--- src/rtl/connect4_turn_controller_pkg.sv ---
// Shared types and constants for the 4x4 Connect4 turn controller:
// FSM states, board geometry, button patterns and the press decoder.
package connect4_pkg;

    localparam int ROWS  = 4;
    localparam int COLS  = 4;
    localparam int CELLS = 16;

    localparam logic [4:0] NO_POS = 5'b11111;

    localparam logic [3:0] BTN_NONE = 4'b1111;
    localparam logic [3:0] BTN_COL0 = 4'b1110;
    localparam logic [3:0] BTN_COL1 = 4'b1101;
    localparam logic [3:0] BTN_COL2 = 4'b1011;
    localparam logic [3:0] BTN_COL3 = 4'b0111;

    typedef enum logic [2:0] {
        S_IDLE         = 3'd0,
        S_WAIT_PRESS   = 3'd1,
        S_PLACE        = 3'd2,
        S_WAIT_RELEASE = 3'd3,
        S_FULL         = 3'd4,
        S_DONE         = 3'd5
    } state_e;

    typedef struct packed {
        logic       valid;
        logic [1:0] col;
    } press_t;

    // Only a single low button counts as a press; chords are ignored.
    function automatic press_t decode_press(input logic [3:0] btn_n);
        press_t p;
        p.valid = 1'b1;
        p.col   = 2'd0;
        case (btn_n)
            BTN_COL0: p.col = 2'd0;
            BTN_COL1: p.col = 2'd1;
            BTN_COL2: p.col = 2'd2;
            BTN_COL3: p.col = 2'd3;
            default: begin
                p.valid = 1'b0;
                p.col   = 2'd0;
            end
        endcase
        return p;
    endfunction

endpackage

--- src/rtl/connect4_turn_controller_if.sv ---
// Button/board-side signal bundle of the turn controller; the controller
// uses the slave view, the board/test side the master view.
interface connect4_turn_controller_if;

    logic        new_game;
    logic [3:0]  btn_n;
    logic        win;
    logic [11:0] counters;
    logic        wr_en;
    logic [4:0]  wr_addr;
    logic        wr_player;
    logic        player;
    logic        move_reject;
    logic        board_full;
    logic        game_over;

    modport master (
        output new_game, btn_n, win,
        input  counters, wr_en, wr_addr, wr_player, player,
        input  move_reject, board_full, game_over
    );

    modport slave (
        input  new_game, btn_n, win,
        output counters, wr_en, wr_addr, wr_player, player,
        output move_reject, board_full, game_over
    );

endinterface

--- src/rtl/connect4_turn_controller_slot_address.sv ---
// Combinational drop-slot lookup: column + fill counters -> target cell
// address (row*4 + column) and column-full flag.
module slot_address
    import connect4_pkg::*;
#(
    parameter int ROWS = connect4_pkg::ROWS,
    parameter int COLS = connect4_pkg::COLS
) (
    input  logic [1:0]        col_i,
    input  logic [3*COLS-1:0] counters_i,
    output logic [4:0]        addr_o,
    output logic              full_o
);

    logic [2:0] cnt_s;

    // Select the column counter and form the cell address from it.
    always_comb begin
        cnt_s  = counters_i[3*col_i +: 3];
        full_o = (cnt_s == 3'(ROWS));
        if (full_o) begin
            addr_o = NO_POS;
        end else begin
            addr_o = {cnt_s, col_i};
        end
    end

endmodule

--- src/rtl/connect4_turn_controller.sv ---
// Connect4 turn sequencer: one write per debounced column press, per-column
// fill counters, alternating players, full-board and win termination.
module connect4_turn_controller
    import connect4_pkg::*;
#(
    parameter int ROWS = connect4_pkg::ROWS,
    parameter int COLS = connect4_pkg::COLS
) (
    input  logic                      clk,
    input  logic                      reset_n,
    connect4_turn_controller_if.slave bus
);

    state_e            state_q, state_d;
    logic [3*COLS-1:0] counters_q, counters_d;
    logic [4:0]        moves_q, moves_d;
    logic              player_q, player_d;
    logic [1:0]        col_q, col_d;
    logic              wr_en_q, wr_en_d;
    logic [4:0]        wr_addr_q, wr_addr_d;
    logic              wr_player_q, wr_player_d;
    logic              move_reject_q, move_reject_d;
    logic              board_full_q, board_full_d;
    logic              game_over_q, game_over_d;

    press_t            press_s;
    logic [4:0]        slot_addr_s;
    logic              slot_full_s;

    assign press_s = decode_press(bus.btn_n);

    // Column latch: captured on a valid press, held through PLACE.
    always_comb begin
        if ((state_q == S_WAIT_PRESS) && press_s.valid) begin
            col_d = press_s.col;
        end else begin
            col_d = col_q;
        end
    end

    slot_address #(
        .ROWS (ROWS),
        .COLS (COLS)
    ) u_slot_address (
        .col_i      (col_d),
        .counters_i (counters_q),
        .addr_o     (slot_addr_s),
        .full_o     (slot_full_s)
    );

    // Next-state, board bookkeeping and next values of the registered outputs.
    always_comb begin
        state_d    = state_q;
        counters_d = counters_q;
        moves_d    = moves_q;
        player_d   = player_q;

        case (state_q)
            S_IDLE: begin
                state_d = S_IDLE;
            end
            S_WAIT_PRESS: begin
                if (bus.win) begin
                    state_d = S_DONE;
                end else if (press_s.valid) begin
                    state_d = S_PLACE;
                end else begin
                    state_d = S_WAIT_PRESS;
                end
            end
            S_PLACE: begin
                // col_d equals col_q here, so slot_full_s refers to the latched column.
                if (!slot_full_s) begin
                    counters_d[3*col_q +: 3] = counters_q[3*col_q +: 3] + 3'd1;
                    moves_d  = moves_q + 5'd1;
                    player_d = ~player_q;
                end else begin
                    counters_d = counters_q;
                end
                if (bus.win) begin
                    state_d = S_DONE;
                end else begin
                    state_d = S_WAIT_RELEASE;
                end
            end
            S_WAIT_RELEASE: begin
                if (bus.win) begin
                    state_d = S_DONE;
                end else if (bus.btn_n == BTN_NONE) begin
                    if (moves_q == 5'(CELLS)) begin
                        state_d = S_FULL;
                    end else begin
                        state_d = S_WAIT_PRESS;
                    end
                end else begin
                    state_d = S_WAIT_RELEASE;
                end
            end
            S_FULL: begin
                state_d = S_FULL;
            end
            S_DONE: begin
                state_d = S_DONE;
            end
            default: begin
                state_d = S_IDLE;
            end
        endcase

        if (bus.new_game) begin
            state_d    = S_WAIT_PRESS;
            counters_d = '0;
            moves_d    = 5'd0;
            player_d   = 1'b0;
        end else begin
            state_d = state_d;
        end

        // Outputs are decoded from the state being entered so they register as PLACE/FULL/DONE Moore outputs.
        wr_en_d       = (state_d == S_PLACE) && !slot_full_s;
        move_reject_d = (state_d == S_PLACE) && slot_full_s;
        if (wr_en_d) begin
            wr_addr_d   = slot_addr_s;
            wr_player_d = player_q;
        end else begin
            wr_addr_d   = NO_POS;
            wr_player_d = 1'b0;
        end
        board_full_d = (state_d == S_FULL);
        game_over_d  = (state_d == S_FULL) || (state_d == S_DONE);
    end

    // State, bookkeeping and output registers with asynchronous clear.
    always_ff @(posedge clk or negedge reset_n) begin
        if (!reset_n) begin
            state_q       <= S_IDLE;
            counters_q    <= '0;
            moves_q       <= 5'd0;
            player_q      <= 1'b0;
            col_q         <= 2'd0;
            wr_en_q       <= 1'b0;
            wr_addr_q     <= NO_POS;
            wr_player_q   <= 1'b0;
            move_reject_q <= 1'b0;
            board_full_q  <= 1'b0;
            game_over_q   <= 1'b0;
        end else begin
            state_q       <= state_d;
            counters_q    <= counters_d;
            moves_q       <= moves_d;
            player_q      <= player_d;
            col_q         <= col_d;
            wr_en_q       <= wr_en_d;
            wr_addr_q     <= wr_addr_d;
            wr_player_q   <= wr_player_d;
            move_reject_q <= move_reject_d;
            board_full_q  <= board_full_d;
            game_over_q   <= game_over_d;
        end
    end

    assign bus.counters    = counters_q;
    assign bus.wr_en       = wr_en_q;
    assign bus.wr_addr     = wr_addr_q;
    assign bus.wr_player   = wr_player_q;
    assign bus.player      = player_q;
    assign bus.move_reject = move_reject_q;
    assign bus.board_full  = board_full_q;
    assign bus.game_over   = game_over_q;

endmodule

--- src/flat_wrapper.sv ---
// flat-port wrapper written by rule: the top's interface ports become plain ports
module connect4_turn_controller_flat import connect4_pkg::*;
#(
    parameter int ROWS = connect4_pkg::ROWS,
    parameter int COLS = connect4_pkg::COLS
)
  (clk, reset_n, bus_new_game, bus_btn_n, bus_win, bus_counters, bus_wr_en, bus_wr_addr, bus_wr_player, bus_player, bus_move_reject, bus_board_full, bus_game_over);
  connect4_turn_controller_if bus_i ();
  input  logic clk;
  input  logic reset_n;
  input wire logic [$bits(bus_i.new_game)-1:0] bus_new_game;
  input wire logic [$bits(bus_i.btn_n)-1:0] bus_btn_n;
  input wire logic [$bits(bus_i.win)-1:0] bus_win;
  output wire logic [$bits(bus_i.counters)-1:0] bus_counters;
  output wire logic [$bits(bus_i.wr_en)-1:0] bus_wr_en;
  output wire logic [$bits(bus_i.wr_addr)-1:0] bus_wr_addr;
  output wire logic [$bits(bus_i.wr_player)-1:0] bus_wr_player;
  output wire logic [$bits(bus_i.player)-1:0] bus_player;
  output wire logic [$bits(bus_i.move_reject)-1:0] bus_move_reject;
  output wire logic [$bits(bus_i.board_full)-1:0] bus_board_full;
  output wire logic [$bits(bus_i.game_over)-1:0] bus_game_over;
  assign bus_i.new_game = bus_new_game;
  assign bus_i.btn_n = bus_btn_n;
  assign bus_i.win = bus_win;
  assign bus_counters = bus_i.counters;
  assign bus_wr_en = bus_i.wr_en;
  assign bus_wr_addr = bus_i.wr_addr;
  assign bus_wr_player = bus_i.wr_player;
  assign bus_player = bus_i.player;
  assign bus_move_reject = bus_i.move_reject;
  assign bus_board_full = bus_i.board_full;
  assign bus_game_over = bus_i.game_over;
  connect4_turn_controller #(.ROWS(ROWS), .COLS(COLS)) u_core (.clk(clk), .reset_n(reset_n), .bus(bus_i));
endmodule
--- config.mk ---
export PLATFORM = sky130hd
export DESIGN_NAME = connect4_turn_controller_flat
export DESIGN_NICKNAME = d
export VERILOG_FILES = /design/src/rtl/connect4_turn_controller_pkg.sv /design/src/rtl/connect4_turn_controller_if.sv /design/src/rtl/connect4_turn_controller_slot_address.sv /design/src/rtl/connect4_turn_controller.sv /design/src/flat_wrapper.sv
export SDC_FILE = /design/constraint.sdc
export NUM_CORES = 1
export LEC_CHECK = 0
export CAP_MARGIN = 20
export CORE_ASPECT_RATIO = 1.2
export CORE_MARGIN = 3
export CORE_UTILIZATION = 55
export DETAILED_ROUTE_END_ITERATION = 6
export PLACE_DENSITY = 0.81
export SYNTH_ARGS = -nofsm -noshare
export SYNTH_HDL_FRONTEND = slang
export SYNTH_SLANG_ARGS = --single-unit
--- constraint.sdc ---
create_clock -name clk -period 8 [get_ports clk]
set_input_delay 1.2 -clock clk [delete_from_list [all_inputs] [get_ports clk]]
set_output_delay 1.2 -clock clk [all_outputs]
set_load 0.1 [all_outputs]
Word level (Yosys, flattened, before mapping). Cells that the tools add are included.

Register bits: 33. Output and inout port bits: 23. Logic and storage cells: 69. Bits of input ports: 8.

Reduce and logical (&&, ||, !) cells: 8. Bitwise logic cells: 1. Equal/unequal tests: 16. Multipliers: 2. $add $sub $neg: 3. Shifts and indexed selects: 4. Mux-type cells: 24.

Operators with widths (count): 12-bit two-way mux (3); 4-bit negation with 34-bit output (1); 3-bit by 34-bit variable shift with 12-bit output, first input constant (1); 3-bit by 34-bit variable part select with 12-bit output (1); 5-bit two-way mux (5); 12-bit by 5-bit variable part select with 3-bit output (2); 3-bit two-way mux (6); 4-bit equality test, second input constant (4); 3-bit equality test, second input constant (5); 3-bit one-hot mux with 5 select lines (1); 12-bit bitwise mux (1); 3-bit by 2-bit equality test with 1-bit output, second input constant (3); 2-bit by 2-bit multiplier with 4-bit output, first input constant (2); 2-bit one-hot mux with 3 select lines (1); 5-bit by 1-bit adder with 5-bit output, second input constant (1); 5-bit equality test, second input constant (1); 1-bit two-way mux (5); 4-bit by 3-bit equality test with 1-bit output, second input constant (1); 2-bit two-way mux (2); 4-bit OR reduction (1); 3-bit by 1-bit adder with 3-bit output, second input constant (1); 3-bit by 1-bit equality test with 1-bit output, second input constant (1); 1-bit logical AND (3); 2-bit inequality test, second input constant (1); 5 further kinds (5).

Longest topological paths before layout.
Depth after elaboration: 11. Mapped depth: 10. Depth with buffers taken out: 10.

Cells and area by module. A second synthesis with hierarchy kept.

Cell total of the unflattened synthesis: 188. Area total of the unflattened synthesis: 1923.1 sq um.

By module, submodules not included: connect4_turn_controller (sequential area each 832.0 sq um, area an instance 1801.7 sq um, times used 1, cells an instance 178); slot_address (sequential area each 0.0 sq um, area an instance 121.4 sq um, times used 1, cells an instance 10).

Worst setup path before layout. Ideal clock, no wire load.

Path type: input port to flip-flop. Start point: in bus_btn_n[0]. End point: reg u_core.moves_q[1]. Cell stages on the path: 10. Data required time: 7869 ps. Arrival time: 3166 ps. Setup slack: 4702 ps. Buffers on the path: 2. Path through: buf_2 -> xnor2_1 -> o21ai_1 -> o21ai_1 -> a311oi_4 -> mux2_2 -> o311ai_4 -> buf_6 -> mux2i_1 -> nor2_1.

Word-level cells in the longest chain between the ends: 10. Elaborated cells between the ends (all ways): 14. Classes of those cells: mul: 1; eq/ne: 6; shift: 1; mux: 3; reduce/logical: 3.

Ends and longest elaborated chain: from (decl) (RTL line flat_wrapper.sv:12) `input wire logic [$bits(bus_i.btn_n)-1:0] bus_btn_n;`; 4-bit equality test / 4-bit by 3-bit equality test with 1-bit output (equally long branches) (RTL line connect4_turn_controller_pkg.sv:36) `case (btn_n)`; 4-bit OR reduction (no source line); 1-bit two-way mux (RTL line connect4_turn_controller_pkg.sv:36); 1-bit logical AND (RTL line connect4_turn_controller.sv:34) `if ((state_q == S_WAIT_PRESS) && press_s.valid) begin`; 2-bit two-way mux (*) (RTL line connect4_turn_controller.sv:34); 2-bit by 2-bit multiplier with 4-bit output (*) (RTL line connect4_turn_controller_slot_address.sv:19) `cnt_s = counters_i[3*col_i +: 3];`; 12-bit by 5-bit variable part select with 3-bit output (*) (RTL line connect4_turn_controller_slot_address.sv:19); 3-bit equality test (*) (RTL line connect4_turn_controller_slot_address.sv:20) `full_o = (cnt_s == 3'(ROWS));`; 2-bit inequality test (no source line) (*); 2-bit AND reduction (no source line) (*); to (signal assigned) (RTL line connect4_turn_controller.sv:150) `moves_q <= moves_d;`; to (decl) (RTL line connect4_turn_controller.sv:16) `logic [4:0] moves_q, moves_d;`.

Every way passes the cells marked *; elsewhere a longest branch is shown, timed or not. A chain may end at the register's enable or synchronous reset.

Final worst setup path.
Start point: in bus_btn_n[0]. End point: reg u_core.counters_q[2], in the netlist u_core.bus.counters[2].

Word-level cells in the longest chain between the ends: 10. Elaborated cells between the ends (all ways): 14. Classes of those cells: mul: 1; eq/ne: 6; shift: 1; mux: 3; reduce/logical: 3.

Ends and longest elaborated chain: 4-bit equality test / 4-bit by 3-bit equality test with 1-bit output (equally long branches) (RTL line connect4_turn_controller_pkg.sv:36); 4-bit OR reduction (no source line); 1-bit two-way mux (RTL line connect4_turn_controller_pkg.sv:36); 1-bit logical AND (RTL line connect4_turn_controller.sv:34); 2-bit two-way mux (*) (RTL line connect4_turn_controller.sv:34); 2-bit by 2-bit multiplier with 4-bit output (*) (RTL line connect4_turn_controller_slot_address.sv:19); 12-bit by 5-bit variable part select with 3-bit output (*) (RTL line connect4_turn_controller_slot_address.sv:19); 3-bit equality test (*) (RTL line connect4_turn_controller_slot_address.sv:20); 2-bit inequality test (no source line) (*); 2-bit AND reduction (no source line) (*); to (signal assigned) (RTL line connect4_turn_controller.sv:149) `counters_q <= counters_d;`; to (decl) (RTL line connect4_turn_controller.sv:15) `logic [3*COLS-1:0] counters_q, counters_d;`.

Marked as above.

==> summary by stage <==
Outcome
The run finished with clean final reports.

Yosys
sky130_fd_sc_hd__dfrtp_1 is the most common cell in the netlist. The flip-flop cell with the highest count after synthesis is sky130_fd_sc_hd__dfrtp_1. The net count after synthesis is 223. The average instance in the mapped netlist occupies 9.51 sq um.

The number of synthesized flops with an enable pin is 0. During synthesis, Yosys emitted a total of 0 warnings. By count the netlist is led by sky130_fd_sc_hd__dfrtp_1, sky130_fd_sc_hd__o21ai_0, sky130_fd_sc_hd__inv_1, sky130_fd_sc_hd__nand2_1, sky130_fd_sc_hd__nor2b_1. The sequential element share of the synthesized area is 42.2%.

The proportion of synthesized flip-flops having asynchronous set or reset is 100%. Synthesis inferred 33 register bits. Summing every instance area after synthesis gives 1970 sq um. The cell count after synthesis is about 210.

Of the post-synthesis cell area, the dominant cell type holds ~36%. The dominant cell type by area after synthesis is sky130_fd_sc_hd__dfrtp_1. In the post-synthesis netlist, the biggest area contributors are sky130_fd_sc_hd__dfrtp_1, sky130_fd_sc_hd__o21ai_0, sky130_fd_sc_hd__dfstp_2.

The number of different library cells in the post-synthesis netlist is 48.

Detailed routing
In the final routed layout, each cell accounts on average for approximately 15 microns. The remaining number of nets flagged by the antenna check after routing is 0. The detailed-route wire length is 4250 microns. The number of design-rule violations left by the first detailed-router iteration is 132. After detailed routing, the number of vias per cell comes to 5.73. The first detailed-routing pass ran for 5 iterations.

Across all layers, the routed design uses between 1,500 and 2,000 vias. The DRC violations left is 0.

Cells and area
Leaving out filler cells and counting taps, the final layout contains 275. The number of nets in the layout is between 200 and 300. The area overhead of the layout relative to synthesis is 21.0%. After routing the design area is 2380 sq um. The count of inserted antenna diode cells is 0. Of the cells placed in the final design, the portion with a size suffix greater than 1 is 11.3%.

Worst setup path
The flop-to-flop setup slack is 4.72 ns. The critical path endpoint category is a flop. The number of cells traversed by the worst register-to-register path is 8. The critical path startpoint category is an input port.

The maximum fanout along the worst path is 27. The worst register-to-register path ends at u_core.bus.counters[2]. The arrival time of the worst setup path is 4.22 ns. The reg-to-reg startpoint is u_core.state_q[2]. The required arrival time at the worst endpoint is 8.15 ns. The critical path in this run is classified as in2reg.

Clocking
The cell sitting at the root of the clock tree is a sky130_fd_sc_hd__clkbuf_8. Counting the buffers created by CTS gives 5. The number of setup buffers added after CTS is 0. The tree built by TritonCTS fans out to 33 sinks. The count of hold-fix buffers inserted at cts is 0.

The clock slew seen by the registers of the worst setup and hold paths is 0.06 ns. The number of cells upsized or downsized after cts is 0. The later pin in the worst-skew pair is clocked with a latency of 0.28 ns.

TritonCTS built the clock tree. The H-tree level count is 2. The number of buffers between clock root and the deepest sink is 2.

STA
Setup repair after global routing left no endpoint under its margin. The max-slew violation total from the final report is 0. The post-route clock period utilization is 50.9%. Setup violations remaining at the end of the flow were counted as 0. On the final layout, the worst hold slack is 0.577 ns. The hold violation count in the final report is 0. The relative max-transition margin is 34.4%.

The routed design could run at a clock period as short as 4.07 ns. Based on the critical path, the design can be clocked at up to 246 MHz. The aggregate negative setup slack is 0 ns. The measured slew at the worst slew-check pin is roughly 1 ns.

The setup clock skew after layout is 0.00463 ns.

Die
Measured along the y axis, the die boundary spans 71.6 microns. The die covers ~4300 sq um. The initial utilization of the core area, before any placement, comes to approximately 58%.

The placeable core region is 3400 sq um. 31 I/O pins were placed. In this run the core area contains 23 standard-cell rows. In this run the horizontal extent of the chip is 60.6 microns.

GRT
The total grt overflow is 0. The number of global-route vias before repair is 1,539. The initial antenna violation count is 0. The first global-routing pass estimated 6890 microns of wire. The overall fraction of global-route tracks in use is 21.3%. Entering global routing, the biggest net connects 34 pins.

Min path
The worst hold path was traced through 2 stages. The worst hold path terminates at u_core.moves_q[4]. The worst min-delay path class is reg2reg.

The worst hold path begins at u_core.moves_q[4].

Pwr
The leakage power is 0.996 nW. Internal power comes to 0.000299 W. In this run the power density over the cells is roughly 190 nW/um^2.

The clock network burns between 20 and 30% of the power. The sequential fraction of design power is 41.9%. Of the total power, combinational logic draws 28.6%. The switching portion of total power is between 30 and 40%. The switching component of the power is 0.000158 W.

The design draws ~0.00046 W. The worst vdd rail ir drop is 148 uV.

Place
Buffers placed on the I/O ports in this run total 30. The weighted congestion reported at the end of routability-driven placement is around 0.87. The post-placement cell count is 267. The placed cell area is approximately 2300 sq um. Detailed placement ended at an HPWL of between 3000 and 4000 microns.

Job
Across the run, the number of max-cap violations was 0.
-- critical path, stage by stage --
cell,delay (ns)
sky130_fd_sc_hd__clkdlybuf4s50_1,0.62
sky130_fd_sc_hd__xnor2_1,0.13
sky130_fd_sc_hd__o21ai_1,0.12
sky130_fd_sc_hd__o21ai_1,0.11
sky130_fd_sc_hd__a311oi_4,0.43
sky130_fd_sc_hd__mux2_2,0.43
sky130_fd_sc_hd__o311ai_4,0.80
sky130_fd_sc_hd__or2_2,0.26
sky130_fd_sc_hd__o21ai_0,0.09
-- registers in the layout, indices dropped and copies added (netlist names), 2 cells and up --
signal,count
u_core.bus.wr_addr,5
u_core.state_q,3
u_core.col_q,2
u_core.bus.counters,12
u_core.moves_q,5
-- final cells by class --
cell class	instances	area, sq um
clock buffer	7	96.3
inverter	16	60.1
fill	270	1010
tap	37	46.3
multi-input combinational	150	1040
sequential	33	832
timing repair buffer	31	308
clock inverter	1	5.00
-- cell families after synthesis --
group	Yosys count	share of synthesized area, %
AND/OR/NAND/NOR	74	20.4
XOR/XNOR	4	1.78
buffers and inverters	24	5.15
AO/OA/AOI/OAI	50	16.8
flip-flops	33	42.2
adder cells (fa/ha/maj)	8	5.08
multiplexers	14	8.51
-- cells in the final DEF, fill, tap and decap left out, types with 3 or more instances in the layout --
master	count
sky130_fd_sc_hd__ha_1	8
sky130_fd_sc_hd__nand2b_1	3
sky130_fd_sc_hd__nand2_1	16
sky130_fd_sc_hd__nor2_1	12
sky130_fd_sc_hd__clkbuf_8	7
sky130_fd_sc_hd__dfstp_2	5
sky130_fd_sc_hd__o21ai_0	27
sky130_fd_sc_hd__dfrtp_1	28
sky130_fd_sc_hd__o21ai_1	4
sky130_fd_sc_hd__or3_1	3
sky130_fd_sc_hd__mux2i_1	10
sky130_fd_sc_hd__inv_1	16
sky130_fd_sc_hd__a21oi_1	5
sky130_fd_sc_hd__or2_2	3
sky130_fd_sc_hd__nor2b_1	13
sky130_fd_sc_hd__clkdlybuf4s50_1	30
sky130_fd_sc_hd__nor3_1	6
sky130_fd_sc_hd__nand3_1	4
sky130_fd_sc_hd__nor4_1	3
-- worst max path at each step --
| stage | start | slack, ns | end |
|---|---|---|---|
| 2_1_floorplan | bus_btn_n[0] | 4.70 | u_core.moves_q[1] |
| 3_3_place_gp | bus_btn_n[0] | 3.74 | u_core.bus.counters[4] |
| 3_5_place_dp | bus_btn_n[0] | 3.67 | u_core.moves_q[4] |
| 4_1_cts | bus_btn_n[0] | 3.98 | u_core.bus.counters[5] |
| 5_1_grt | bus_btn_n[0] | 3.72 | u_core.bus.counters[9] |
| 6_report | bus_btn_n[0] | 3.93 | u_core.bus.counters[2] |
-- through the flow --
stage	util, %	setup slack, ns
2_1_floorplan	-	4.70
3_3_place_gp	67.2	3.74
3_5_place_dp	67.2	3.67
4_1_cts	70.2	3.98
5_1_grt	70.2	3.72
6_report	70.2	3.93
-- per-layer routing --
metal,wire length [microns],global-route usage (%),vias to the layer above
met3,156,4.68,6
met5,0,0,-
met1,1820,26.0,761
met4,84,9.88,0
li1,-,-,776
met2,2190,35.0,34
-- power groups by stage --
stage	registers, W	logic, W	clock network, W
6_report	0.000192	0.000131	0.000135
5_1_grt	0.000193	0.000142	0.000144
4_1_cts	0.000191	0.000131	0.000137
3_5_place_dp	0.000195	0.000130	0
3_3_place_gp	0.000194	0.000127	0
2_1_floorplan	0.000201	0.0000912	0
Note: power is estimated with default switching activity, not from simulation.
